## src/rtl/inst_encoder_if.sv

```systemverilog
// Field-bundle input and encoded-word output handshake for the RV32I instruction encoder.
interface inst_encoder_if;
  logic        in_valid;
  logic        in_ready;
  logic [2:0]  in_fmt;
  logic [6:0]  in_opcode;
  logic [4:0]  in_rd;
  logic [4:0]  in_rs1;
  logic [4:0]  in_rs2;
  logic [2:0]  in_funct3;
  logic [6:0]  in_funct7;
  logic [31:0] in_imm;
  logic        out_valid;
  logic        out_ready;
  logic [31:0] out_inst;
  logic [31:0] out_addr;
  logic [1:0]  out_err;

  modport master (
    output in_valid, in_fmt, in_opcode, in_rd, in_rs1, in_rs2, in_funct3, in_funct7, in_imm,
    input  in_ready,
    input  out_valid, out_inst, out_addr, out_err,
    output out_ready
  );

  modport slave (
    input  in_valid, in_fmt, in_opcode, in_rd, in_rs1, in_rs2, in_funct3, in_funct7, in_imm,
    output in_ready,
    output out_valid, out_inst, out_addr, out_err,
    input  out_ready
  );
endinterface

```

## src/rtl/inst_encoder.sv

```systemverilog
// Packs decoded RV32I fields plus a sign-extended immediate into an instruction word,
// tags it with a sequential write address and error code, and queues it in a small FIFO.
module inst_encoder #(
  parameter logic [31:0] BASE_ADDR = 32'h0000_0000,
  parameter int          DEPTH     = 2,
  parameter int          CNT_W     = 16
) (
  input  logic             clk,
  input  logic             rst,
  input  logic             clr,
  inst_encoder_if.slave    bus,
  output logic [CNT_W-1:0] word_cnt,
  output logic [CNT_W-1:0] err_cnt
);
  localparam int AW = (DEPTH > 1) ? $clog2(DEPTH) : 1;
  localparam logic [AW:0] FULL_CNT = (AW+1)'(DEPTH);
  localparam logic [31:0] NOP = 32'h0000_0013;

  localparam logic [2:0] FMT_I = 3'b000;
  localparam logic [2:0] FMT_B = 3'b001;
  localparam logic [2:0] FMT_J = 3'b010;
  localparam logic [2:0] FMT_S = 3'b011;
  localparam logic [2:0] FMT_U = 3'b100;
  localparam logic [2:0] FMT_R = 3'b101;

  typedef logic [AW-1:0] ptr_t;

  // True when v is a sign-extension of its low nbits bits.
  function automatic logic fits_signed(input logic signed [31:0] v, input int nbits);
    logic signed [31:0] t;
    t = v >>> (nbits - 1);
    return (t == 32'sd0) || (t == -32'sd1);
  endfunction

  function automatic logic [31:0] encode(input logic [2:0] fmt, input logic [6:0] op,
                                         input logic [4:0] rd, input logic [4:0] rs1,
                                         input logic [4:0] rs2, input logic [2:0] f3,
                                         input logic [6:0] f7, input logic [31:0] imm);
    case (fmt)
      FMT_I:   return {imm[11:0], rs1, f3, rd, op};
      FMT_S:   return {imm[11:5], rs2, rs1, f3, imm[4:0], op};
      FMT_B:   return {imm[12], imm[10:5], rs2, rs1, f3, imm[4:1], imm[11], op};
      FMT_U:   return {imm[31:12], rd, op};
      FMT_J:   return {imm[20], imm[10:1], imm[11], imm[19:12], rd, op};
      FMT_R:   return {f7, rs2, rs1, f3, rd, op};
      default: return NOP;
    endcase
  endfunction

  // Priority: illegal format, then misalignment, then immediate range.
  function automatic logic [1:0] check_err(input logic [2:0] fmt, input logic signed [31:0] imm);
    case (fmt)
      FMT_I, FMT_S: return fits_signed(imm, 12) ? 2'b00 : 2'b01;
      FMT_B:        return imm[0] ? 2'b10 : (fits_signed(imm, 13) ? 2'b00 : 2'b01);
      FMT_J:        return imm[0] ? 2'b10 : (fits_signed(imm, 21) ? 2'b00 : 2'b01);
      FMT_U:        return (imm[11:0] != 12'd0) ? 2'b10 : 2'b00;
      FMT_R:        return 2'b00;
      default:      return 2'b11;
    endcase
  endfunction

  function automatic logic [CNT_W-1:0] sat_inc(input logic [CNT_W-1:0] v);
    return (&v) ? v : v + 1'b1;
  endfunction

  logic [31:0]       mem_inst [DEPTH];
  logic [31:0]       mem_addr [DEPTH];
  logic [1:0]        mem_err  [DEPTH];
  ptr_t              wr_ptr, rd_ptr;
  logic [AW:0]       cnt;
  logic [31:0]       next_addr;

  logic signed [31:0] imm_p0;
  logic [1:0]         err_p0;
  logic [31:0]        inst_p0;
  logic               vld_p0;
  logic               pop;

  // Stage p0: combinational encode and error classification of the offered bundle.
  assign imm_p0  = bus.in_imm;
  assign err_p0  = check_err(bus.in_fmt, imm_p0);
  assign inst_p0 = (err_p0 != 2'b00) ? NOP
                 : encode(bus.in_fmt, bus.in_opcode, bus.in_rd, bus.in_rs1, bus.in_rs2,
                          bus.in_funct3, bus.in_funct7, bus.in_imm);

  assign bus.in_ready = (cnt != FULL_CNT) && !rst && !clr;
  assign vld_p0       = bus.in_valid && bus.in_ready;
  assign bus.out_valid = (cnt != '0);
  assign pop           = bus.out_valid && bus.out_ready;

  // Stage p1: FIFO storage; head is gated to zero while empty.
  always_ff @(posedge clk) begin
    if (vld_p0) begin
      mem_inst[wr_ptr] <= inst_p0;
      mem_addr[wr_ptr] <= next_addr;
      mem_err[wr_ptr]  <= err_p0;
    end
  end

  always_ff @(posedge clk) begin
    if (rst || clr) begin
      wr_ptr    <= '0;
      rd_ptr    <= '0;
      cnt       <= '0;
      next_addr <= BASE_ADDR;
      word_cnt  <= '0;
      err_cnt   <= '0;
    end else begin
      if (vld_p0) begin
        wr_ptr    <= wr_ptr + ptr_t'(1);
        next_addr <= next_addr + 32'd4;
        word_cnt  <= sat_inc(word_cnt);
        if (err_p0 != 2'b00) err_cnt <= sat_inc(err_cnt);
      end
      if (pop) rd_ptr <= rd_ptr + ptr_t'(1);
      case ({vld_p0, pop})
        2'b10:   cnt <= cnt + 1'b1;
        2'b01:   cnt <= cnt - 1'b1;
        default: cnt <= cnt;
      endcase
    end
  end

  assign bus.out_inst = bus.out_valid ? mem_inst[rd_ptr] : 32'd0;
  assign bus.out_addr = bus.out_valid ? mem_addr[rd_ptr] : 32'd0;
  assign bus.out_err  = bus.out_valid ? mem_err[rd_ptr]  : 2'd0;
endmodule

```

## src/flat_wrapper.sv

```systemverilog
// flat-port wrapper written by rule: the top's interface ports become plain ports
module inst_encoder_flat 
#(
  parameter logic [31:0] BASE_ADDR = 32'h0000_0000,
  parameter int          DEPTH     = 2,
  parameter int          CNT_W     = 16
)
  (clk, rst, clr, word_cnt, err_cnt, bus_in_valid, bus_in_fmt, bus_in_opcode, bus_in_rd, bus_in_rs1, bus_in_rs2, bus_in_funct3, bus_in_funct7, bus_in_imm, bus_in_ready, bus_out_valid, bus_out_inst, bus_out_addr, bus_out_err, bus_out_ready);
  inst_encoder_if bus_i ();
  input  logic clk;
  input  logic rst;
  input  logic clr;
  output logic [CNT_W-1:0] word_cnt;
  output logic [CNT_W-1:0] err_cnt;
  input wire logic [$bits(bus_i.in_valid)-1:0] bus_in_valid;
  input wire logic [$bits(bus_i.in_fmt)-1:0] bus_in_fmt;
  input wire logic [$bits(bus_i.in_opcode)-1:0] bus_in_opcode;
  input wire logic [$bits(bus_i.in_rd)-1:0] bus_in_rd;
  input wire logic [$bits(bus_i.in_rs1)-1:0] bus_in_rs1;
  input wire logic [$bits(bus_i.in_rs2)-1:0] bus_in_rs2;
  input wire logic [$bits(bus_i.in_funct3)-1:0] bus_in_funct3;
  input wire logic [$bits(bus_i.in_funct7)-1:0] bus_in_funct7;
  input wire logic [$bits(bus_i.in_imm)-1:0] bus_in_imm;
  output wire logic [$bits(bus_i.in_ready)-1:0] bus_in_ready;
  output wire logic [$bits(bus_i.out_valid)-1:0] bus_out_valid;
  output wire logic [$bits(bus_i.out_inst)-1:0] bus_out_inst;
  output wire logic [$bits(bus_i.out_addr)-1:0] bus_out_addr;
  output wire logic [$bits(bus_i.out_err)-1:0] bus_out_err;
  input wire logic [$bits(bus_i.out_ready)-1:0] bus_out_ready;
  assign bus_i.in_valid = bus_in_valid;
  assign bus_i.in_fmt = bus_in_fmt;
  assign bus_i.in_opcode = bus_in_opcode;
  assign bus_i.in_rd = bus_in_rd;
  assign bus_i.in_rs1 = bus_in_rs1;
  assign bus_i.in_rs2 = bus_in_rs2;
  assign bus_i.in_funct3 = bus_in_funct3;
  assign bus_i.in_funct7 = bus_in_funct7;
  assign bus_i.in_imm = bus_in_imm;
  assign bus_in_ready = bus_i.in_ready;
  assign bus_out_valid = bus_i.out_valid;
  assign bus_out_inst = bus_i.out_inst;
  assign bus_out_addr = bus_i.out_addr;
  assign bus_out_err = bus_i.out_err;
  assign bus_i.out_ready = bus_out_ready;
  inst_encoder #(.BASE_ADDR(BASE_ADDR), .DEPTH(DEPTH), .CNT_W(CNT_W)) u_core (.clk(clk), .rst(rst), .clr(clr), .bus(bus_i), .word_cnt(word_cnt), .err_cnt(err_cnt));
endmodule
```

## config.mk

```make
export PLATFORM = sky130hd
export DESIGN_NAME = inst_encoder_flat
export DESIGN_NICKNAME = d
export VERILOG_FILES = /design/src/rtl/inst_encoder_if.sv /design/src/rtl/inst_encoder.sv /design/src/flat_wrapper.sv
export SDC_FILE = /design/constraint.sdc
export NUM_CORES = 1
export LEC_CHECK = 0
export CAP_MARGIN = 40
export CELL_PAD_IN_SITES_DETAIL_PLACEMENT = 0
export CELL_PAD_IN_SITES_GLOBAL_PLACEMENT = 1
export CORE_ASPECT_RATIO = 0.6
export CORE_UTILIZATION = 38
export CTS_CLUSTER_DIAMETER = 150
export DETAILED_ROUTE_END_ITERATION = 6
export PLACE_DENSITY_LB_ADDON = 0.1
export SETUP_SLACK_MARGIN = 0.5
export SLEW_MARGIN = 20
export SYNTH_ARGS = -nofsm -noshare
export SYNTH_HDL_FRONTEND = slang
export SYNTH_SLANG_ARGS = --single-unit
```

## constraint.sdc

```tcl
create_clock -name clk -period 5.1 [get_ports clk]
set_clock_uncertainty 0.05 [all_clocks]
set_input_delay 0.51 -clock clk [delete_from_list [all_inputs] [get_ports clk]]
set_output_delay 0.51 -clock clk [all_outputs]
set_load 0.005 [all_outputs]
```

==> run summary, run 1 <==
Design Area, Final = 11600 um2
Drt drc = 0
Antenna violations before repair = 0
Vias = 6558
Antenna cells = 0
Final worst setup slack = 1.95 ns
Hold-fix buffers, CTS = 0
Crit Path Category = primary input to flop
Post-route minimum period = 3.15 ns
Clk pin slew, worst setup/hold paths = 0.07 ns
Die H = 120 um
Most frequent cell on the critical path = nor2_1
Critical path data arrival time = 3.40 ns
Post-synth cell types = 55
Most frequent standard cell in the layout excluding fill and tap cells = clkdlybuf4s50_1
Hold WC Path Type = flop to flop
Drt pass-1 iters = 5
CTS buffer count = 17
Pins Over Slew Limit = 0
Critical-path top delay cell = nor4_2
Post-synth design cell area = 8850 um2
RSZ-0062 raised after global routing = false
CP Capture Type = flop
Worst path top cell family by delay = simple AND/OR/NAND/NOR gates
Post-CTS Setup Inserts = 0
First-pass GRT wire length = 34800 um
Final WL = 22300 um
Initial drt markers = 416
Max Cap Viol = 0
Synth area leader = edfxtp_1
Req. time, crit path = 5.35 ns
Detail Route Antenna Nets = 0
Remaining Overflow, GRT = 0
Period utilization = 61.7%
Mapped Cells = 802
Synth async-reset ratio = 0%
Pre-CTS setup slack = 1.41 ns
Root buffer cell = clkbuf_16
Slew HR = 47.1%
Buffers on Ports = 169
Ranking of synthesized cells by area = edfxtp_1 (43%), dfxtp_1 (15%), mux2i_1 (8.1%)
Pwr per Cell Area = 285 nW/um2
Rows = 42
Most frequent cells in the layout = clkdlybuf4s50_1 (169), nor2_1 (166), edfxtp_1 (128)
Crit-path max FO = 58
Primary FF master, synth = edfxtp_1
Dpl cell area = 10900 um2
DIE WIDTH = 199 um
DPL Wire Length = 16000 um
Layout Nets = 1040
Top-area cell type share of the netlist area = 43.5%
Ys Warns = 0
Post-CTS sizing = 0
Crit path largest cell delay = 0.65 ns
Routed WL per cell = 17.4 um
Vias/cell = 5.10
Startpoint types = primary input
H-tree depth = 4
Number of global-route vias before repair = 6418
CP Buf/Inv Count = 2
Worst-skew pair later-pin latency = 0.44 ns
Sequential element share of the synthesized area = 58.6%
Post-synth EDFFs = 128
Core ar. = 22400 um2
Fillers = 2019
Final setup fails = 0
Synthesized area per cell = 11.0 um2
Crit path cell chain = clkdlybuf4s50_1 -> or2_2 -> buf_4 -> nor4_2 -> nand3_1 -> nor2_1 -> nand4_1 -> xor2_1 -> nor2_1
I/O Pins = 172
Starting Density = 39.4%
Worst Tran Pin Value = 0.793 ns
Number of synthesized register bits = 195
Layout cell share with drive strength beyond 1 = 7.57%
P_leak = 3.66 nW
GPL Wtd Cong = 0.831
Die ar. = 23900 um2
Longest Clk Path Bufs = 2
Total GRT Usage = 19.2%
Pin count of the biggest net entering global routing = 59
Outcome = finished clean
CTS tree = done
TNS Setup = 0 ns
# clock sinks = 195
Final Hold Vio Count = 0
FMAX = 318 MHz
Peak supply drop = 0.240 mV
Synth-to-layout area growth = 30.8%
flip-flops by register name, summed over array words and instances (netlist names), named ones only:
register	count
u_core.rd_ptr	1
u_core.next_addr	30
u_core.mem_err	4
u_core.mem_addr	60
u_core.mem_inst	64
u_core.word_cnt	16
u_core.err_cnt	16
u_core.cnt	2
u_core.wr_ptr	1
final cells by class:
cell class,count,area (um2),area share [%]
inverters,13,48.8,0.422
clock buffers,18,429,3.71
clock inverters,14,161,1.39
well taps,308,385,3.33
repair buffers,185,1910,16.5
multi-input cells,552,3450,29.8
flip-flops and latches,195,5190,44.8
cells by family (layout without fill, tap and decap cells):
logic type	Yosys count	count (layout)	synth area share (%)
fa+ha+maj	4	4	0.566
xor+xnor	45	45	4.46
buf+inv	56	230	2.60
compound gates	85	85	6.66
flops	195	195	58.6
simple gates	337	337	18.0
mux	79	79	9.04
other cells	1	2	0.0424
Yosys cell counts (4+ instances only):
| cell | number |
|---|---|
| a21oi_1 | 20 |
| mux2_2 | 7 |
| o41ai_1 | 4 |
| or3_1 | 12 |
| nand4_1 | 26 |
| nor2b_1 | 8 |
| edfxtp_1 | 128 |
| mux2i_1 | 72 |
| and2_1 | 8 |
| o21ai_0 | 20 |
| inv_1 | 10 |
| nor3_1 | 5 |
| nand3_1 | 25 |
| xnor2_1 | 18 |
| and3_1 | 8 |
| o311ai_1 | 6 |
| buf_1 | 12 |
| xor2_1 | 27 |
| nand2b_1 | 6 |
| clkbuf_1 | 21 |
| o221ai_1 | 12 |
| nand2_1 | 43 |
| ha_1 | 4 |
| buf_2 | 7 |
| nor2_1 | 169 |
| dfxtp_1 | 67 |
| nor4_1 | 12 |
power breakdown:
| part | switching (mW) | total, mW | internal (mW) |
|---|---|---|---|
| combinational | 0.135 | 0.263 | 0.128 |
| clock | 0.627 | 1.33 | 0.698 |
| sequential | 0.00772 | 1.71 | 1.70 |
through the flow:
| stage | std cells | total power, mW | hold slack [ns] | util, % |
|---|---|---|---|---|
| floorplan | 803 | 1.86 | 0.376 | - |
| global placement | 1247 | 1.99 | 0.405 | 48.4 |
| detailed placement | 1250 | 2.00 | 0.411 | 48.7 |
| CTS | 1282 | 3.33 | 0.424 | 51.4 |
| global route | 1285 | 3.41 | 0.435 | 51.6 |
| finish | 1285 | 3.30 | 0.426 | 51.6 |
worst paths after layout:
check | start | end | slack, ns | cells after the start
max | rst | u_core.next_addr[31] | 1.95 | 9
min reg2reg | u_core.next_addr[31] | u_core.mem_addr[1][31] | 0.43 | 0
min | u_core.next_addr[31] | u_core.mem_addr[1][31] | 0.43 | 0
max reg2reg | u_core.err_cnt[4] | u_core.err_cnt[3] | 2.44 | 7
routing by layer:
| metal | GRT usage [%] | vias to the layer above | wire length, um |
|---|---|---|---|
| met1 | 28.2 | 3151 | 11400 |
| met3 | 4.57 | 20 | 1050 |
| li1 | - | 3228 | - |
| met5 | 0 | - | 0 |
| met2 | 28.0 | 159 | 9600 |
| met4 | 5.43 | 0 | 258 |
(Power assumes the default switching activity.)
==> run 2, diff against run 1 <==
Settings changed: CORE_UTILIZATION 38 to 37.
Clock period 5.1 ns to 2.6 ns, I/O delays scaled along.
==> run 2 against run 1 <==
  * Sequential power increased by 95%
  * Routed wire length increased by 10%
  * Flip-flop and latch count unchanged
  * Largest power group unchanged
  * Clock power increased by 93%
  * Via count increased by 5.3%
  * Total power increased by 98%
  * Die area increased by 2.7%
  * Worst hold slack improved by 0.0073 ns
  * Non-clock buffer count increased by 79
  * Highest routed layer unchanged
  * Critical path depth decreased by 4
  * Cell count increased by 6.7%
==> run summary, run 2 (synthesized netlist as in run 1, its figures left out) <==
Outcome = finished clean
Core ar. = 23300 um2 (+3.8%)
Starting Density = 38.0% (-1.5 points)
Final WL = 24600 um (+10%)
Req. time, crit path = 2.29 ns (-3.06 ns)
R2R Setup Slk = 0.55 ns (-1.89 ns)
Hold-fix buffers, CTS = 0 (unchanged)
Multi-input logic area = 3720 um2 (+7.7%)
Max Cap Viol = 0 (unchanged)
Root buffer cell = clkbuf_16
Pin count of the biggest net entering global routing = 53 (-10%)
Vias = 6907 (+5.3%)
Fillers = 2022 (+0.15%)
Crit path largest cell delay = 0.50 ns (-0.15 ns)
CTS tree = done
Peak supply drop = 0.461 mV (+92%)
Period utilization = 83.5%
Post-route minimum period = 2.17 ns
DPL Wire Length = 16100 um (+0.60%)
Hold Slack = 0.434 ns (+0.00727 ns)
Longest Clk Path Bufs = 2 (unchanged)
First-pass GRT wire length = 36200 um (+4.0%)
Total GRT Usage = 19.5% (+0.29 points)
GPL Wtd Cong = 0.918 (+10%)
CP Capture Type = primary output
Pins Over Slew Limit = 0 (unchanged)
Most frequent cells in the layout = nor2_1 (158), edfxtp_1 (128), clkdlybuf4s50_1 (105)
Antenna cells = 0 (unchanged)
Sequential standard cell area = 5210 um2 (+0.48%)
Crit-path max FO = 6 (-90%)
Clk pin slew, worst setup/hold paths = 0.07 ns (about the same)
Vias/cell = 5.04 (-1.3%)
Final Util = 54.8% (+3.3 points)
Die H = 122 um (+1.3%)
Drt drc = 0 (unchanged)
Pwr per Cell Area = 510 nW/um2 (+79%)
Biggest registers after layout = u_core.mem_inst (64), u_core.mem_addr (60), u_core.next_addr (30)
Routed WL per cell = 17.9 um (+3.2%)
Most frequent standard cell in the layout excluding fill and tap cells = nor2_1
Crit Path Category = flop to primary output
Path depth of the worst reg2reg path = 7 (unchanged)
RSZ-0062 raised after global routing = true
CP Buf/Inv Count = 3 (+1)
Layout cell share with drive strength beyond 1 = 20.1% (+13 points)
Critical path data arrival time = 1.86 ns (-1.54 ns)
Synth-to-layout area growth = 44.4%
Final worst setup slack = 0.429 ns (-1.52 ns)
H-tree depth = 4 (unchanged)
Layout Nets = 1119 (+7.6%)
Remaining Overflow, GRT = 0 (unchanged)
I/O Pins = 172 (unchanged)
P_leak = 5.21 nW (+42%)
Final setup fails = 0 (unchanged)
Drt pass-1 iters = 5 (unchanged)
FMAX = 461 MHz
Number of global-route vias before repair = 6244 (-2.7%)
Startpoint types = flop
Hold WC Path Type = primary input to flop
Buffers on Ports = 169 (unchanged)
Path length in cells of the critical path = 5 (-4)
Pre-CTS setup slack = -0.0813 ns (-1.49 ns)
Antenna violations before repair = 0 (unchanged)
Max FFs per register = 64 (unchanged)
Rows = 43 (+2.4%)
Detail Route Antenna Nets = 0 (unchanged)
Top reg by flops = u_core.mem_inst
CTS buffer count = 17 (unchanged)
Initial drt markers = 506 (+22%)
FF-to-FF End = u_core.mem_addr[0][10]
R2R Path Start = u_core.cnt[1]
Crit path cell chain = buf_12 -> clkbuf_16 -> mux2i_2 -> nor2_1 -> clkdlybuf4s50_1
# clock sinks = 195 (unchanged)
Setup crit end = bus_out_addr[7]
DIE WIDTH = 202 um (+1.3%)
Critical-path top delay cell = clkdlybuf4s50_1
Final Hold Vio Count = 0 (unchanged)
Worst path top cell family by delay = buffers and inverters
Die ar. = 24600 um2 (+2.7%)
Worst-skew pair later-pin latency = 0.44 ns (about the same)
==> run 2: changes by cell type in the layout (fill, tap and decap cells not counted), sizes merged <==
cell / change
buf: +74
bufinv: -1
clkbuf: +4
clkdlybuf4s50: -64
clkinv: +3
dlygate4sd2: +5
dlymetal6s2s: +59
inv: -1
==> run 2: layer usage <==
metal	vias to the layer above	global-route usage [%]	part of all wire, %
li1	3397	-	-
met1	3327	30.7	55
met2	166	26.6	40
met3	17	4.41	3.9
met4	0	4.12	0.90
met5	-	0	0
==> run 2: through the flow <==
stage / total power [mW] / instances / cell area (um2) / TNS (ns)
2_1_floorplan: 3.66 / 803 / 8880 / 0
3_3_place_gp: 3.97 / 1305 / 11300 / -0.515
3_5_place_dp: 3.97 / 1305 / 11300 / -0.598
4_1_cts: 6.56 / 1341 / 12000 / 0
5_1_grt: 6.78 / 1371 / 12800 / 0
6_report: 6.51 / 1371 / 12800 / 0
==> run 2: worst min-delay path by stage <==
stage	depth (start not counted)	startpoint	to	slack [ns]
2_1_floorplan	0	u_core.next_addr[10]	u_core.mem_addr[0][10]	0.38
6_report	4	bus_in_imm[30]	u_core.mem_inst[0][30]	0.43
3_5_place_dp	0	u_core.next_addr[10]	u_core.mem_addr[1][10]	0.43
4_1_cts	2	bus_in_opcode[4]	u_core.mem_inst[0][4]	0.41
3_3_place_gp	0	u_core.next_addr[31]	u_core.mem_addr[0][31]	0.41
5_1_grt	4	bus_in_imm[30]	u_core.mem_inst[0][30]	0.43
==> run 2: tightest hold or removal path, delay by kind of cell <==
family	cells	cell delay [ns]
buffers and inverters	1	0.15
and+or+nand+nor	1	0.13
muxes	1	0.18
AOI/OAI and AO/OA	1	0.07
==> run 2: layout make-up <==
cell class	instances	share of cell area, %
Sequential cell	195	40.8
Inverter	13	0.421
Timing Repair Buffer	264	22.0
Clock buffer	17	3.33
Multi-Input combinational cell	552	29.1
Tap cell	315	3.09
Clock inverter	15	1.22
==> run 2: timing repair <==
| item | CTS | global route |
|---|---|---|
| buffers inserted | 2 | 26 |
| setup endpoints to repair | 98 | 152 |
| gates cloned | 2 | 4 |
| pin swaps | 2 | 17 |
| gates resized for setup | 25 | 127 |
==> run 2: power by group <==
group | switching, mW | leakage [nW] | internal, mW | total, mW
Sequential | 0.0163 | 1.60 | 3.33 | 3.34
Clock | 1.28 | 0.286 | 1.29 | 2.57
Combinational | 0.298 | 3.33 | 0.302 | 0.600
Total | 1.60 | 5.21 | 4.92 | 6.51
==> run 3, diff against run 2 <==
Clock period 2.6 ns to 1.7 ns, I/O delays scaled along.
==> run 3 against run 2 <==
  * Via count increased by 19%
  * Cell area up 28%
  * The run now ends with setup timing left
  * Die area unchanged
  * Largest power group unchanged
  * Clock-buffer cell count did not move
  * Critical path type unchanged
==> run summary, run 3 (synthesized netlist as in run 1, its figures left out) <==
Pin count of the biggest net entering global routing = 55 (+3.8%)
Most frequent standard cell in the layout excluding fill and tap cells = buf_4
Drt drc = 0 (unchanged)
Top reg by flops = u_core.mem_inst
RSZ-0062 raised after global routing = true
Sequential fraction of design power = 48.5% (-2.8 points)
Total GRT Usage = 24.9% (+5.4 points)
# clock sinks = 195 (unchanged)
Starting Density = 38.0% (unchanged)
Peak supply drop = 0.776 mV (+68%)
Max FFs per register = 64 (unchanged)
Layout cell share with drive strength beyond 1 = 58.3% (+38 points)
Critical path data arrival time = 1.75 ns (-0.11 ns)
Rows = 43 (unchanged)
Final WL = 31600 um (+29%)
Clk pin slew, worst setup/hold paths = 0.08 ns (about the same)
Clock Power Share = 37.7% (-1.8 points)
Antenna cells = 0 (unchanged)
Multi-input logic area = 4960 um2 (+33%)
GPL Wtd Cong = 0.838 (-8.7%)
Worst Tran Pin Value = 0.658 ns
Max Cap Viol = 0 (unchanged)
CTS tree = done
Switching power = 2.65 mW (+66%)
Final Util = 70.0% (+15 points)
Internal power = 7.92 mW (+61%)
Period utilization = 116%
Hold WC Path Type = primary input to flop
CP Capture Type = primary output
Switching Fraction = 25.1% (+0.53 points)
Pins Over Slew Limit = 0 (unchanged)
Violated checks = setup timing
Hold Slack = 0.217 ns (-0.216 ns)
Antenna violations before repair = 0 (unchanged)
Sequential standard cell area = 5250 um2 (+0.70%)
Slew HR = 56.1%
Drt pass-1 iters = 6 (+1)
Longest Clk Path Bufs = 2 (unchanged)
Outcome = finished, violations left
Final setup fails = 240 (+240)
Detail Route Antenna Nets = 0 (unchanged)
Req. time, crit path = 1.48 ns (-0.81 ns)
First-pass GRT wire length = 46000 um (+27%)
Synth-to-layout area growth = 84.4%
Fillers = 1609 (-20%)
DPL Wire Length = 19300 um (+20%)
Pwr per Cell Area = 648 nW/um2 (+27%)
Hold Path Origin = clr
Startpoint types = flop
Crit-path max FO = 6 (unchanged)
Final worst setup slack = -0.269 ns (-0.698 ns)
Layout Nets = 1360 (+22%)
Most frequent cells in the layout = buf_4 (153), buf_6 (141), edfxtp_1 (128)
P_leak = 6.34 nW (+22%)
Routed WL per cell = 19.6 um (+9.6%)
FMAX = 508 MHz
Initial drt markers = 493 (-2.6%)
Core ar. = 23300 um2 (unchanged)
Worst-skew pair later-pin latency = 0.45 ns (about the same)
I/O Pins = 172 (unchanged)
CTS buffer count = 17 (unchanged)
Vias/cell = 5.08 (+0.87%)
H-tree depth = 4 (unchanged)
Die ar. = 24600 um2 (unchanged)
DIE WIDTH = 202 um (unchanged)
Number of global-route vias before repair = 8228 (+32%)
Crit Path Category = flop to primary output
Remaining Overflow, GRT = 0 (unchanged)
Biggest registers after layout = u_core.mem_inst (64), u_core.mem_addr (60), u_core.next_addr (30)
Die H = 122 um (unchanged)
Root buffer cell = clkbuf_16
Vias = 8192 (+19%)
Part of the power in combinational logic = 13.8% (+4.6 points)
R2R Path Start = u_core.err_cnt[5]
Post-route minimum period = 1.97 ns
Buffers on Ports = 169 (unchanged)
Final Hold Vio Count = 0 (unchanged)
run 3: cell types whose count changed in the layout (fill, tap and decap cells not counted), moves of 43 or more:
cell / delta
buf_6: +136
clkdlybuf4s50_1: -71
buf_4: +81
buf_2: +83
dlymetal6s2s_1: -53
nor2_4: +43
nor2_1: -50
run 3: worst max-delay path, cell delays in order, from the launching register on:
cell,delay (ns)
dfxtp_4,0.40
buf_12,0.15
buf_12,0.11
buf_16,0.11
buf_8,0.11
mux2i_2,0.23
nor2_2,0.05
buf_2,0.13
run 3: worst paths after layout:
kind / depth (start not counted) / endpoint / slack [ns]
min reg2reg: 0 / u_core.mem_addr[1][31] / 0.43
max: 7 / bus_out_addr[18] / -0.27
max reg2reg: 6 / u_core.err_cnt[14] / -0.26
min: 4 / u_core.err_cnt[9] / 0.22
run 3: routing by layer:
metal / vias to the layer above / wire length, um / track usage [%]
met4: 0 / 285 / 4.92
met1: 4060 / 14700 / 35.0
met3: 29 / 1530 / 4.57
met5: - / 0 / 0
li1: 3891 / - / -
met2: 212 / 15100 / 40.4
run 3: cell type report:
class	instances	area share [%]
flip-flops and latches	195	32.2
repair buffers	503	31.1
multi-input cells	554	30.4
clock buffers	17	2.61
well taps	315	2.42
clock inverters	15	0.928
inverters	13	0.360
run 3: metrics by stage:
stage	setup TNS [ns]	std cells	power, mW	worst slack (ns)	area (um2)
6_report	-35.40	1612	10.6	-0.269	16300
5_1_grt	-52.27	1612	10.9	-0.348	16300
4_1_cts	-24.55	1565	10.5	-0.251	15100
3_5_place_dp	-188.03	1426	6.29	-0.927	12700
3_3_place_gp	-172.43	1426	6.27	-0.839	12700
2_1_floorplan	-80.29	803	5.70	-0.611	9340
run 3: power by group through the flow:
stage               combinational [mW]  sequential (mW)  clock, mW
global placement                  1.05             5.22          0
global route                      1.54             5.13       4.21
CTS                               1.32             5.12       4.03
detailed placement                1.07             5.22          0
finish                            1.46             5.12       3.98
floorplan                        0.482             5.22          0
run 3: what timing repair did:
action                                  4_1_cts  5_1_grt
hold buffers                                  0        0
hold endpoints to repair                      0        0
gates resized for setup                     635      286
endpoints found under the setup margin      361      361
buffers inserted                             88       45
pin swaps                                   107       77
gates cloned                                 19        2
